--- src/rtl/mem_stage_ctrl.sv ---
// ============================================================================
// Module   : mem_stage_ctrl
// Brief    : MEM pipeline stage controller. Issues data-memory requests,
//            stalls upstream until ack, formats load/store data for MEM/WB.
//            Optional macro MEM_TIMEOUT_EN adds an ACCESS-cycle timeout abort.
// Revision : 1.0  initial release
// ============================================================================
`default_nettype none

module mem_stage_ctrl #(
    parameter int TIMEOUT_CYCLES = 8
) (
    input  logic        clk,
    input  logic        rst,
    input  logic [6:0]  ex_ctrl,
    input  logic [15:0] ex_res,
    input  logic [15:0] ex_R15,
    input  logic [15:0] ex_op1,
    input  logic [3:0]  ex_regDes,
    output logic        stall,
    output logic        mem_req,
    output logic        mem_we,
    output logic [1:0]  mem_be,
    output logic [14:0] mem_addr,
    output logic [15:0] mem_wdata,
    input  logic [15:0] mem_rdata,
    input  logic        mem_ack,
    output logic [1:0]  wb_ctrl,
    output logic [15:0] wb_data,
    output logic [15:0] wb_R15,
    output logic [3:0]  wb_regDes,
    output logic        mem_err
);

    typedef enum logic [1:0] {
        S_IDLE   = 2'd0,
        S_ACCESS = 2'd1,
        S_DONE   = 2'd2
    } state_t;

    if ((TIMEOUT_CYCLES < 1) || (TIMEOUT_CYCLES > 15)) begin : g_bad_timeout
        $error("mem_stage_ctrl: TIMEOUT_CYCLES must be within 1..15");
    end

    state_t      r_state;
    logic [1:0]  r_hold_wbctrl;
    logic        r_hold_write;
    logic        r_hold_memtoreg;
    logic        r_hold_loadbyte;
    logic [15:0] r_hold_res;
    logic [15:0] r_hold_R15;
    logic [3:0]  r_hold_regdes;

    logic        w_ex_write;
    logic        w_ex_mem;
    logic        w_ex_sbyte;
    logic [7:0]  w_load_byte;
    logic [15:0] w_fmt_data;

    assign w_ex_write = ex_ctrl[4];
    assign w_ex_mem   = ex_ctrl[4] | ex_ctrl[3];
    assign w_ex_sbyte = ex_ctrl[2];

    assign stall = (r_state == S_ACCESS) || ((r_state == S_IDLE) && w_ex_mem);

    // A combined read+write is a store, so the register result is the ALU value.
    always_comb begin
        w_load_byte = r_hold_res[0] ? mem_rdata[15:8] : mem_rdata[7:0];
        w_fmt_data  = r_hold_res;
        if (!r_hold_write && r_hold_memtoreg) begin
            if (r_hold_loadbyte) begin
                w_fmt_data = {{8{w_load_byte[7]}}, w_load_byte};
            end else begin
                w_fmt_data = mem_rdata;
            end
        end
    end

`ifdef MEM_TIMEOUT_EN
    localparam logic [3:0] c_timeout_last = 4'(TIMEOUT_CYCLES - 1);
    logic [3:0] r_cnt;
`else
    assign mem_err = 1'b0;
`endif

    always_ff @(posedge clk) begin
        if (rst) begin
            r_state         <= S_IDLE;
            mem_req         <= 1'b0;
            mem_we          <= 1'b0;
            mem_be          <= 2'b00;
            mem_addr        <= 15'h0;
            mem_wdata       <= 16'h0000;
            wb_ctrl         <= 2'b00;
            wb_data         <= 16'h0000;
            wb_R15          <= 16'h0000;
            wb_regDes       <= 4'h0;
            r_hold_wbctrl   <= 2'b00;
            r_hold_write    <= 1'b0;
            r_hold_memtoreg <= 1'b0;
            r_hold_loadbyte <= 1'b0;
            r_hold_res      <= 16'h0000;
            r_hold_R15      <= 16'h0000;
            r_hold_regdes   <= 4'h0;
`ifdef MEM_TIMEOUT_EN
            r_cnt           <= 4'h0;
            mem_err         <= 1'b0;
`endif
        end else begin
`ifdef MEM_TIMEOUT_EN
            mem_err <= 1'b0;
`endif
            case (r_state)
                S_IDLE: begin
                    if (w_ex_mem) begin
                        r_state         <= S_ACCESS;
                        r_hold_wbctrl   <= ex_ctrl[6:5];
                        r_hold_write    <= w_ex_write;
                        r_hold_memtoreg <= ex_ctrl[1];
                        r_hold_loadbyte <= ex_ctrl[0];
                        r_hold_res      <= ex_res;
                        r_hold_R15      <= ex_R15;
                        r_hold_regdes   <= ex_regDes;
                        mem_req         <= 1'b1;
                        mem_we          <= w_ex_write;
                        mem_addr        <= ex_res[15:1];
                        wb_ctrl         <= 2'b00;
                        if (w_ex_write && w_ex_sbyte) begin
                            mem_be    <= ex_res[0] ? 2'b10 : 2'b01;
                            mem_wdata <= {ex_op1[7:0], ex_op1[7:0]};
                        end else begin
                            mem_be    <= 2'b11;
                            mem_wdata <= ex_op1;
                        end
`ifdef MEM_TIMEOUT_EN
                        r_cnt <= 4'h0;
`endif
                    end else begin
                        wb_ctrl   <= ex_ctrl[6:5];
                        wb_data   <= ex_res;
                        wb_R15    <= ex_R15;
                        wb_regDes <= ex_regDes;
                    end
                end
                S_ACCESS: begin
                    if (mem_ack) begin
                        r_state   <= S_DONE;
                        mem_req   <= 1'b0;
                        wb_ctrl   <= r_hold_wbctrl;
                        wb_data   <= w_fmt_data;
                        wb_R15    <= r_hold_R15;
                        wb_regDes <= r_hold_regdes;
                    end
`ifdef MEM_TIMEOUT_EN
                    else if (r_cnt == c_timeout_last) begin
                        r_state <= S_DONE;
                        mem_req <= 1'b0;
                        wb_ctrl <= 2'b00;
                        mem_err <= 1'b1;
                    end else begin
                        r_cnt <= r_cnt + 4'h1;
                    end
`endif
                end
                S_DONE: begin
                    r_state <= S_IDLE;
                    wb_ctrl <= 2'b00;
                end
                default: begin
                    r_state <= S_IDLE;
                end
            endcase
        end
    end

endmodule

`default_nettype wire

--- config.mk ---
export PLATFORM = sky130hd
export DESIGN_NAME = mem_stage_ctrl
export DESIGN_NICKNAME = d
export VERILOG_FILES = /design/src/rtl/mem_stage_ctrl.sv
export SDC_FILE = /design/constraint.sdc
export NUM_CORES = 1
export LEC_CHECK = 0
export ABC_CLOCK_PERIOD_IN_PS = 2100
export BUFFER_PORTS_ARGS = -buffer_cell sky130_fd_sc_hd__buf_4
export CAP_MARGIN = 20
export CORE_MARGIN = 4
export CORE_UTILIZATION = 51
export DETAILED_ROUTE_END_ITERATION = 8
export MAX_ROUTING_LAYER = met4
export PLACE_DENSITY_LB_ADDON = 0.08
export SLEW_MARGIN = 20
export SYNTH_ARGS = -nofsm -noshare
export SYNTH_HDL_FRONTEND = slang
export SYNTH_SLANG_ARGS = --single-unit
--- constraint.sdc ---
create_clock -name clk -period 2.1 [get_ports clk]
set_clock_uncertainty 0.2 [all_clocks]
set_input_delay 0.105 -clock clk [delete_from_list [all_inputs] [get_ports clk]]
set_output_delay 0.105 -clock clk [all_outputs]
set_load 0.01 [all_outputs]
# Word level (Yosys, flattened, before mapping)
# Cells that the tools add are included.
classes:
  n_eq_ne: 5
  mux: 24
  bitwise_logic: 1
  n_reduce_logical: 13
ops:
  columns: ["cell", "n"]
  rows:
  - ["$mux 16", 7]
  - ["$pmux 16 s2", 2]
  - ["$mux 2", 6]
  - ["$mux 4", 2]
  - ["$mux 8", 1]
  - ["$pmux 4 s2", 1]
  - ["$ne 2x2->1 const B", 3]
  - ["$pmux 2 s3", 1]
  - ["$reduce_and 2->1", 3]
  - ["$reduce_and 3->1", 2]
  - ["$pmux 2 s2", 1]
  - ["$logic_and 1x1->1", 3]
  - ["$reduce_bool 3->1", 1]
  - ["$eq 2x1->1 const B", 1]
  - ["$eq 2x2->1 const B", 1]
  - ["$logic_not 2->1", 1]
  - ["$mux 1", 2]
  - ["$pmux 1 s2", 1]
  - ["$reduce_bool 2->1", 1]
  - ["$logic_not 1->1", 1]
  - ["$logic_or 1x1->1", 1]
  - ["$or 1x1->1", 1]
totals:
  ff_bits: 115
  out_inout_bits: 75
  elab_cells: 59

# Depth between registers and ports, before layout
# Gate-level depths: netlist of the first run.
depth:
  ltp_word: 5
  depth_mapped: 8

# Worst setup path after synthesis of the first run
# No wires, ideal clock.
synth_timing:
  path_type: "flip-flop to flip-flop"
  from: "register r_state[0]"
  to: "register wb_data[3]"
  setup_time_ps: 142
  arrival_time_ps: 1510
  setup_slack_ps: 248
  path_stages_with_launch: 9
  path_buffers: 2
  synth_period_minus_slack_ps: 1852
  path_cell_list: "dfxtp_1 inv_1 ha_1 o21ai_2 buf_6 o211ai_4 buf_6 a221oi_1 a311oi_1"
synth_via:
  elab_chain_cells: 3
  word_cells_on_any_way: 7
  classes_between: "3 x eq/ne; 1 x mux; 3 x reduce/logical"
synth_lines:
  columns: ["item", "line", "rtl"]
  rows:
  - ["from (decl)", "45", "state_t r_state;"]
  - ["from (signal assigned)", "88", "r_state <= S_IDLE;"]
  - ["from (signal assigned)", "116", "r_state <= S_ACCESS;"]
  - ["from (signal assigned)", "147", "r_state <= S_DONE;"]
  - ["$eq 2x1->1 or $logic_not 2->1 (tied branches)", "113", "case (r_state)"]
  - ["$ne 2x2->1 (no source line) or $reduce_bool 2->1 (tied branches)", null, null]
  - ["$reduce_and 3->1 (no source line)", null, null]
  - ["to (signal assigned)", "140", "wb_data <= ex_res;"]
  - ["to (signal assigned)", "150", "wb_data <= w_fmt_data;"]
  - ["to (decl)", "29", "output logic [15:0] wb_data,"]
# Parallel ways exist; a longest one is shown, timed or not.
# A chain may end at the register's enable or synchronous reset.

# Worst setup path in the final report of the first run
layout_timing:
  from: "register r_state[1]"
  to: "register wb_data[2]"
# The elaborated chain is that of the path after synthesis.

==> reports/results.txt, run 1 <==
Initial antenna violation count: 0
Count leader, synth: nand2_1
Rel. slew slack: 58.41%
YS warnings: 0
Chip height: 103.5 um
Initial Utilization: 52.84%
Non-filler cells, final: 865
Synth Flop Type: dfxtp_1
Largest net degree at the start of global routing: 53
Critical path capture point type: flip-flop
Post-synth EDFFs: 0
Routed WL per cell: 16.84 um
Final min period: 1996 ps
Post-route clock period utilization: 95.07%
DIE AREA: 10,720 um2
Final ANT Viol Nets: 0
Area Overhead vs Synth: 43.53%
Status: complete, no violations
Syn Std Cell Area: 4653 um2
Total grt overflow: 0
Startpoint types: flip-flop
Max Transition Viols Final: 0
Die Width: 103.5 um
IO Port Bufs: 151
Fmax: 500.9 MHz
First-pass GRT wire length: 23,860 um
RSZ-0062 raised after global routing: false
Total number of vias: 4,822
Vias in the first global route: 4,757
Post CTS Setup Buffer Count: 0
Seq/Total Area, Yosys: 43.02%
DR vias/cell: 5.575
Leakage: 2.865 nW
Synth Instances: 565
Setup ws final: 103.6 ps
Least-Margin Pin Slew: 623.9 ps
Worst vdd ir: 0.4678 mV
CTS buffer count: 9
First-pass iteration count of the detailed router: 5
Worst endpoint data arrival time: 2070 ps
CTS sink cnt: 100
# rows: 34
Max_cap viols: 0
Mapped Avg Cell Area: 8.236 um2
Async SR Flop Fraction: 0%
Clock Tree Root: clkbuf_8
Final setup fails: 0
Synth top cells by count: nand2_1, dfxtp_1, a21oi_1
ANT cells: 0
IO Count: 153
Kind of critical path: flip-flop to flip-flop
Tot GR Track Use: 27.17%
Nets: 835
Synth area leader: dfxtp_1
Mapped Nets: 648
CTS clk-pin slew, worst paths: 100 ps
Dpl cells: 782
Fraction of layout instances using a drive strength above 1: 30.25%
CP peak stage delay: 370 ps
Worst skew pair latency: 360 ps
Detailed Route WL: 14,570 um
Final Hold Fails: 0
Synth area leaders: dfxtp_1, nand2_1, a21oi_1
Netlist cell types: 42
CP max-delay cell: dfxtp_1
P per Cell Area: 849.3 nW/um2
Pre-CTS setup slack: -30.15 ps
Dpl hpwl: 9387 um
Core footprint: 8806 um2
WP data required: 2180 ps
Cell Chain, Critical Path: inv_1, ha_2, buf_4, o211ai_4, a221oi_1, a311oi_1
CTS tree: built
Initial drt markers: 320
Top cell type's share of synthesized area: 43.02%
Register bit total from synthesis: 100
Fin util: 75.85%
Clock Path Buffers: 2
# H-tree levels: 3
Crit path max fanout: 12
HP Class: input port to flip-flop
Residual DRC: 0
RD Place Congestion: 0.8926
Total power: 0.005672 W
## critical path, delay by kind of cell, from the launching register on
kind / cells / cell delay [ps]
adders and majority gates: 1 / 280
AOI/OAI and AO/OA: 3 / 760
buffers and inverters: 2 / 320
DFF: 1 / 370
## sequential cells by signal (all words and copies together) (netlist names)
register,count
wb_R15,16
mem_addr,14
wb_data,16
wb_ctrl,2
r_state,2
mem_be,2
r_hold_res,2
r_hold_regdes,4
r_hold_write,1
wb_regDes,4
r_hold_wbctrl,2
r_hold_loadbyte,1
mem_wdata,16
r_hold_R15,16
mem_req,1
r_hold_memtoreg,1
## kinds of logic after synthesis
logic type                 after synthesis  share of synthesized area [%]
and+or+nand+nor                        212                          19.01
AOI/OAI and AO/OA                      157                          23.69
DFF                                    100                          43.02
buffers and inverters                   66                          7.663
muxes                                   24                          5.190
adders and majority gates                5                          1.344
other                                    1                        0.08059
## area by class of cell
type	instances	area [um2]
clock buffers	9	123.9
clock inverters	7	58.81
fillers	643	2127
inverters	3	11.26
multi-input cells	399	2341
flip-flops and latches	100	2003
well taps	108	135.1
repair buffers	239	2006
## where the power goes
group	internal, W	switching [W]
registers	0.00219	0.000191
logic	0.00102	0.00110
clock network	0.000453	0.000723
total	0.00366	0.00201
## final timing paths
path | start | to | slack [ps] | depth (start not counted)
setup / recovery | r_state[1]$_SDFFE_PP0P_ | wb_data[2]$_SDFFE_PP0P_ | 100 | 6
hold / removal | mem_rdata[11] | wb_data[3]$_SDFFE_PP0P_ | 10 | 4
setup reg to reg | r_state[1]$_SDFFE_PP0P_ | wb_data[2]$_SDFFE_PP0P_ | 100 | 6
hold reg to reg | r_hold_R15[6]$_SDFFE_PP0P_ | r_hold_R15[6]$_SDFFE_PP0P_ | 260 | 2
## cell usage in the layout, fill, tap and decap left out, drive strengths merged, types with 5 or more instances in the layout
| master | count |
|---|---|
| a311oi | 14 |
| nand2 | 130 |
| nor3 | 7 |
| dfxtp | 100 |
| dlygate4sd3 | 66 |
| a31o | 6 |
| buf | 172 |
| ha | 5 |
| a221oi | 8 |
| mux2i | 23 |
| a21oi | 69 |
| inv | 6 |
| o21ai | 21 |
| nor2 | 43 |
| o221a | 10 |
| a211oi | 20 |
| nand2b | 11 |
| clkbuf | 10 |
| nand3 | 15 |
## metal layers
layer  GRT usage (%)  up-vias  routed length, um
li1                -     2327                  -
met1           34.10     2280               6232
met2           44.44      191               7095
met3           5.846       24                971
met4           7.787        0                268
met5               -        -                  0
## repair_timing
action | in CTS | in global routing
endpoints found under the hold margin | 92 | 0
hold buffers | 66 | 0
pin swaps | 1 | 2
gates resized for setup | 4 | 6
gates cloned | 0 | 1
endpoints found under the setup margin | 7 | 27
## through the flow
| step | area (um2) | hold slack [ps] | setup TNS, ps |
|---|---|---|---|
| global placement | 5768 | 162.4 | 0 |
| detailed placement | 5768 | 171.2 | -95.72 |
| CTS | 6625 | 0.6059 | 0 |
| finish | 6679 | 9.530 | 0 |
| global route | 6679 | 15.89 | 0 |
| floorplan | 4653 | 40.96 | 0 |
No activity file was read; power rests on OpenSTA's default activity.
==> inputs of run 2 (changes only) <==
Settings changed: ABC_CLOCK_PERIOD_IN_PS 2100 to 1670, CORE_UTILIZATION 51 to 46, SLEW_MARGIN 20 to 10.
Clock period 2.1 ns to 1.67 ns, I/O delays scaled along.
==> reports/results.txt, run 2 (same netlist as run 1, synthesis figures left out) <==
Residual DRC: 0
IO Count: 153
Final ANT Viol Nets: 0
Final setup fails: 39
Total grt overflow: 0
Final Hold Fails: 16
Reg2Reg Depth: 7
Worst endpoint data arrival time: 1880 ps
Setup ws final: -142.9 ps
FF-to-FF setup slack: -140 ps
ANT cells: 0
Nets: 874
Dpl hpwl: 9761 um
Post-CTS Hold Buffers: 72
Worst vdd ir: 0.6342 mV
Detailed Route WL: 16,160 um
Tot GR Track Use: 27.50%
Die Width: 108.6 um
Largest net degree at the start of global routing: 38
Fill cells: 687
Clock Tree Root: clkbuf_8
IO Port Bufs: 151
HP Class: input port to flip-flop
Initial antenna violation count: 0
DR vias/cell: 5.438
Vias in the first global route: 5,047
Least-Margin Pin Slew: 694.6 ps
Core footprint: 9819 um2
Fraction of layout instances using a drive strength above 1: 39.50%
DP Area: 6042 um2
Total number of vias: 5,046
Status: finished, violations left
Initial drt markers: 284
Final min period: 1813 ps
Worst hold slack: -41.97 ps
Final instance area: 7547 um2
First-pass GRT wire length: 24,850 um
Most frequent cells in the layout: buf_4, nand2_1, dfxtp_1
CTS buffer count: 9
WP data required: 1730 ps
CP max-delay cell: dfxtp_4
Startpoint types: flip-flop
DIE AREA: 11,790 um2
Chip height: 108.6 um
Max Transition Viols Final: 0
Rel. slew slack: 53.54%
Leakage: 3.221 nW
Kind of critical path: flip-flop to flip-flop
P per Cell Area: 1068 nW/um2
RSZ-0062 raised after global routing: true
CTS sink cnt: 100
Cell Chain, Critical Path: inv_4, ha_4, buf_4, buf_4, nor2_4, a21oi_1, o221a_2
Routed WL per cell: 17.41 um
Post-route clock period utilization: 108.6%
Worst skew pair latency: 370 ps
Failing checks: negative hold slack, negative setup slack
First-pass iteration count of the detailed router: 5
Most used cell, CP: buf_4
Fmax: 551.6 MHz
# H-tree levels: 3
Hold-critical path depth: 2
Max_cap viols: 0
RD Place Congestion: 0.8342
Initial Utilization: 47.39%
Clock Path Buffers: 2
# rows: 36
CP peak stage delay: 390 ps
Crit path max fanout: 7
Critical path capture point type: flip-flop
Leading cell type in the layout, fill and taps excluded: buf_4
CTS tree: built
CTS clk-pin slew, worst paths: 100 ps
Area Overhead vs Synth: 62.19%
run 2: report_power, final:
| group | leakage (nW) | total, W | internal (W) | switching [W] |
|---|---|---|---|---|
| clock | 0.105 | 0.00160 | 0.000765 | 0.000835 |
| combinational | 2.29 | 0.00345 | 0.00178 | 0.00167 |
| sequential | 0.827 | 0.00301 | 0.00276 | 0.000257 |
run 2: area by class of cell:
type	count	area, um2	area share, %
inverters	3	16.27	0.2155
repair buffers	278	2499	33.11
flip-flops and latches	100	2007	26.59
well taps	133	166.4	2.205
multi-input cells	399	2659	35.23
clock buffers	11	151.4	2.006
clock inverters	4	48.80	0.6466
run 2: worst paths after layout:
check	start	endpoint
setup / recovery	r_state[0]$_SDFFE_PP0P_	wb_data[10]$_SDFFE_PP0P_
hold / removal	rst	wb_R15[11]$_SDFFE_PP0P_
setup reg to reg	r_state[0]$_SDFFE_PP0P_	wb_data[10]$_SDFFE_PP0P_
hold reg to reg	r_hold_R15[10]$_SDFFE_PP0P_	r_hold_R15[10]$_SDFFE_PP0P_
run 2: per-layer routing:
metal / global-route usage [%] / share of wire (%) / vias up
met1: 33.30 / 42 / 2399
li1: - / - / 2408
met4: 10.55 / 2.0 / 0
met5: - / 0 / -
met3: 4.418 / 6.4 / 30
met2: 45.94 / 49 / 209
run 2: what timing repair did:
| item | in CTS | in global routing |
|---|---|---|
| hold endpoints to repair | 94 | 17 |
| setup endpoints to repair | 66 | 95 |
| pin swaps | 5 | 15 |
| gates cloned | 3 | 2 |
| setup buffers | 7 | 6 |
| resized for setup | 31 | 59 |
run 2: worst max-delay path, delay by kind of cell, from the launching register on:
kind,cells,cell delay [ps]
AOI/OAI and AO/OA,2,320
adders and majority gates,1,190
buffers and inverters,3,330
DFF,1,390
and+or+nand+nor,1,250
run 2: per-stage QoR:
stage               instances  TNS, ps  setup slack, ps  power, W  utilization (%)
CTS                       921    -1606           -78.47  0.007740            73.90
finish                    928    -2083           -142.9  0.008063            76.86
detailed placement        824    -2037           -106.0  0.005667            61.53
floorplan                 565   -210.7           -38.60  0.004582                -
global route              928    -6277           -191.9  0.008489            76.86
global placement          824   -114.3           -10.82  0.005599            61.53
==> inputs of run 3 (changes only) <==
==> constraint.sdc (replaced) <==
create_clock -name clk -period 1.67 [get_ports clk]
set_clock_uncertainty 0.2 [all_clocks]
set_input_delay 0.2505 -clock clk [delete_from_list [all_inputs] [get_ports clk]]
set_output_delay 0.2505 -clock clk [all_outputs]
set_load 0.01 [all_outputs]
==> reports/results.txt, run 3 (same netlist as run 1, synthesis figures left out) <==
CP peak stage delay: 390 ps
Kind of critical path: flip-flop to flip-flop
CTS sink cnt: 100
Reg2Reg Depth: 7
P per Cell Area: 1108 nW/um2
WP data required: 1730 ps
Final Hold Fails: 0
GR Layer Usage met2: 46.69%
Initial drt markers: 388
Hold-critical path depth: 3
Crit path max fanout: 6
Detailed Route WL: 18,620 um
Busiest grt layer: met2
Cell Chain, Critical Path: inv_4, ha_4, buf_6, o211a_4, buf_8, buf_12, o221a_4
Setup ws final: -222.1 ps
Nets: 883
Worst endpoint data arrival time: 1950 ps
Clock Tree Root: clkbuf_8
Startpoint types: flip-flop
CTS buffer count: 9
Chip height: 108.6 um
Final setup fails: 84
Fraction of layout instances using a drive strength above 1: 52.49%
Final ANT Viol Nets: 0
FF-to-FF setup slack: -220 ps
Reg-to-reg critical path endpoint: wb_data[15]$_SDFFE_PP0P_
Routed WL per cell: 19.87 um
WP buf/inv: 4
Failing checks: negative setup slack
Status: finished, violations left
Most frequent cells in the layout: buf_4, nand2_1, dfxtp_1
Critical path capture point type: flip-flop
Area Overhead vs Synth: 79.73%
CP delay by family, top: compound AO/OA/AOI/OAI gates
CTS clk-pin slew, worst paths: 100 ps
# H-tree levels: 3
Rel. slew slack: 63.85%
DIE AREA: 11,790 um2
IO Count: 153
# rows: 36
Worst hold slack: 62.96 ps
Tot GR Track Use: 26.81%
Total power: 0.009265 W
Initial antenna violation count: 0
Core footprint: 9819 um2
ANT cells: 0
Dpl hpwl: 9533 um
RSZ-0062 raised after global routing: true
Fmax: 528.5 MHz
Worst hold start: ex_ctrl[2]
Pre-CTS setup slack: -97.74 ps
First-pass iteration count of the detailed router: 6
CTS tree: built
Met3 track demand over resource: 4.418%
Die Width: 108.6 um
Storage element area: 2007 um2
Fill cells: 524
HP Class: input port to flip-flop
RD Place Congestion: 0.8523
Total number of vias: 5,376
IO Port Bufs: 151
Least-Margin Pin Slew: 540.2 ps
Post-route clock period utilization: 113.3%
Residual DRC: 0
DR vias/cell: 5.737
First-pass GRT wire length: 24,330 um
Worst skew pair latency: 370 ps
Reg2Reg Launch Point: r_state[1]$_SDFFE_PP0P_
Leading cell type in the layout, fill and taps excluded: buf_4
Hold EP: mem_wdata[10]$_SDFFE_PP0P_
Final min period: 1892 ps
Footprint of the multi-input gates: 3128 um2
Clock Path Buffers: 2
Total grt overflow: 0
CP max-delay cell: dfxtp_2
Initial Utilization: 47.39%
Max Transition Viols Final: 0
Max_cap viols: 0
Met1 global-route usage: 31.79%
Vias in the first global route: 4,897
Largest net degree at the start of global routing: 25
Worst vdd ir: 0.7733 mV
Leakage: 3.546 nW
run 3: changes by cell type in the layout (fill, tap and decap cells not counted), sizes merged:
| cell | before | now |
|---|---|---|
| dlygate4sd3 | 72 | 56 |
| bufinv | 1 | 2 |
| buf | 203 | 224 |
| clkbuf | 13 | 19 |
| bufbuf | 1 | 0 |
| clkinv | 4 | 2 |
run 3: area by class of cell:
cell class | instances | share of cell area, %
clock buffer | 12 | 1.870
timing repair buffer | 287 | 33.72
clock inverter | 3 | 0.8229
sequential | 100 | 24.00
multi-input combinational | 399 | 37.40
tap | 133 | 1.990
inverter | 3 | 0.1945
run 3: report_power, final:
| group | switching [W] | total (W) | leakage [nW] | internal (W) |
|---|---|---|---|---|
| Combinational | 0.00211 | 0.00442 | 2.61 | 0.00231 |
| Clock | 0.000854 | 0.00179 | 0.112 | 0.000933 |
| Sequential | 0.000304 | 0.00306 | 0.827 | 0.00276 |
run 3: worst register-to-register path, delay by kind of cell (launching register included):
family	cells	cell delay, ps
flip-flops	1	390
adder cells (fa/ha/maj)	1	190
AO/OA/AOI/OAI	2	530
buffers and inverters	4	500
run 3: layer usage:
metal  share of wire [%]  routed length, um
met3                 7.7               1441
met2                  50               9370
met1                  38               7070
met4                 3.9                732
met5                   0                  0
run 3: how the worst max path moves through the flow:
stage	from	end	slack (ps)	depth (start not counted)
after CTS	r_state[1]$_SDFFE_PP0P_	stall	-180	6
after detailed placement	r_state[0]$_SDFFE_PP0P_	mem_wdata[6]$_SDFFE_PP0P_	-100	7
after floorplan	r_state[1]$_SDFFE_PP0P_	wb_data[1]$_SDFFE_PP0P_	-40	7
final	r_state[1]$_SDFFE_PP0P_	wb_data[15]$_SDFFE_PP0P_	-220	7
after global placement	r_state[0]$_SDFFE_PP0P_	mem_addr[9]$_SDFFE_PP0P_	-8	7
after global routing	r_state[1]$_SDFFE_PP0P_	wb_data[5]$_SDFFE_PP0P_	-280	8
run 3: what timing repair did:
action,CTS,global route
pin swaps,17,81
setup endpoints to repair,62,95
setup buffers,19,10
resized for setup,70,176
cloned,9,8
hold buffers,56,0
endpoints found under the hold margin,56,0
run 3: stage by stage:
stage                     setup TNS [ps]  util, %  area (um2)  cells
after floorplan                   -210.7        -        4738    565
after global placement            -68.33    62.12        6100    825
after detailed placement           -2506    62.12        6100    825
after CTS                          -3621    76.20        7482    924
after global routing              -11730    85.17        8363    937
final                              -8411    85.17        8363    937
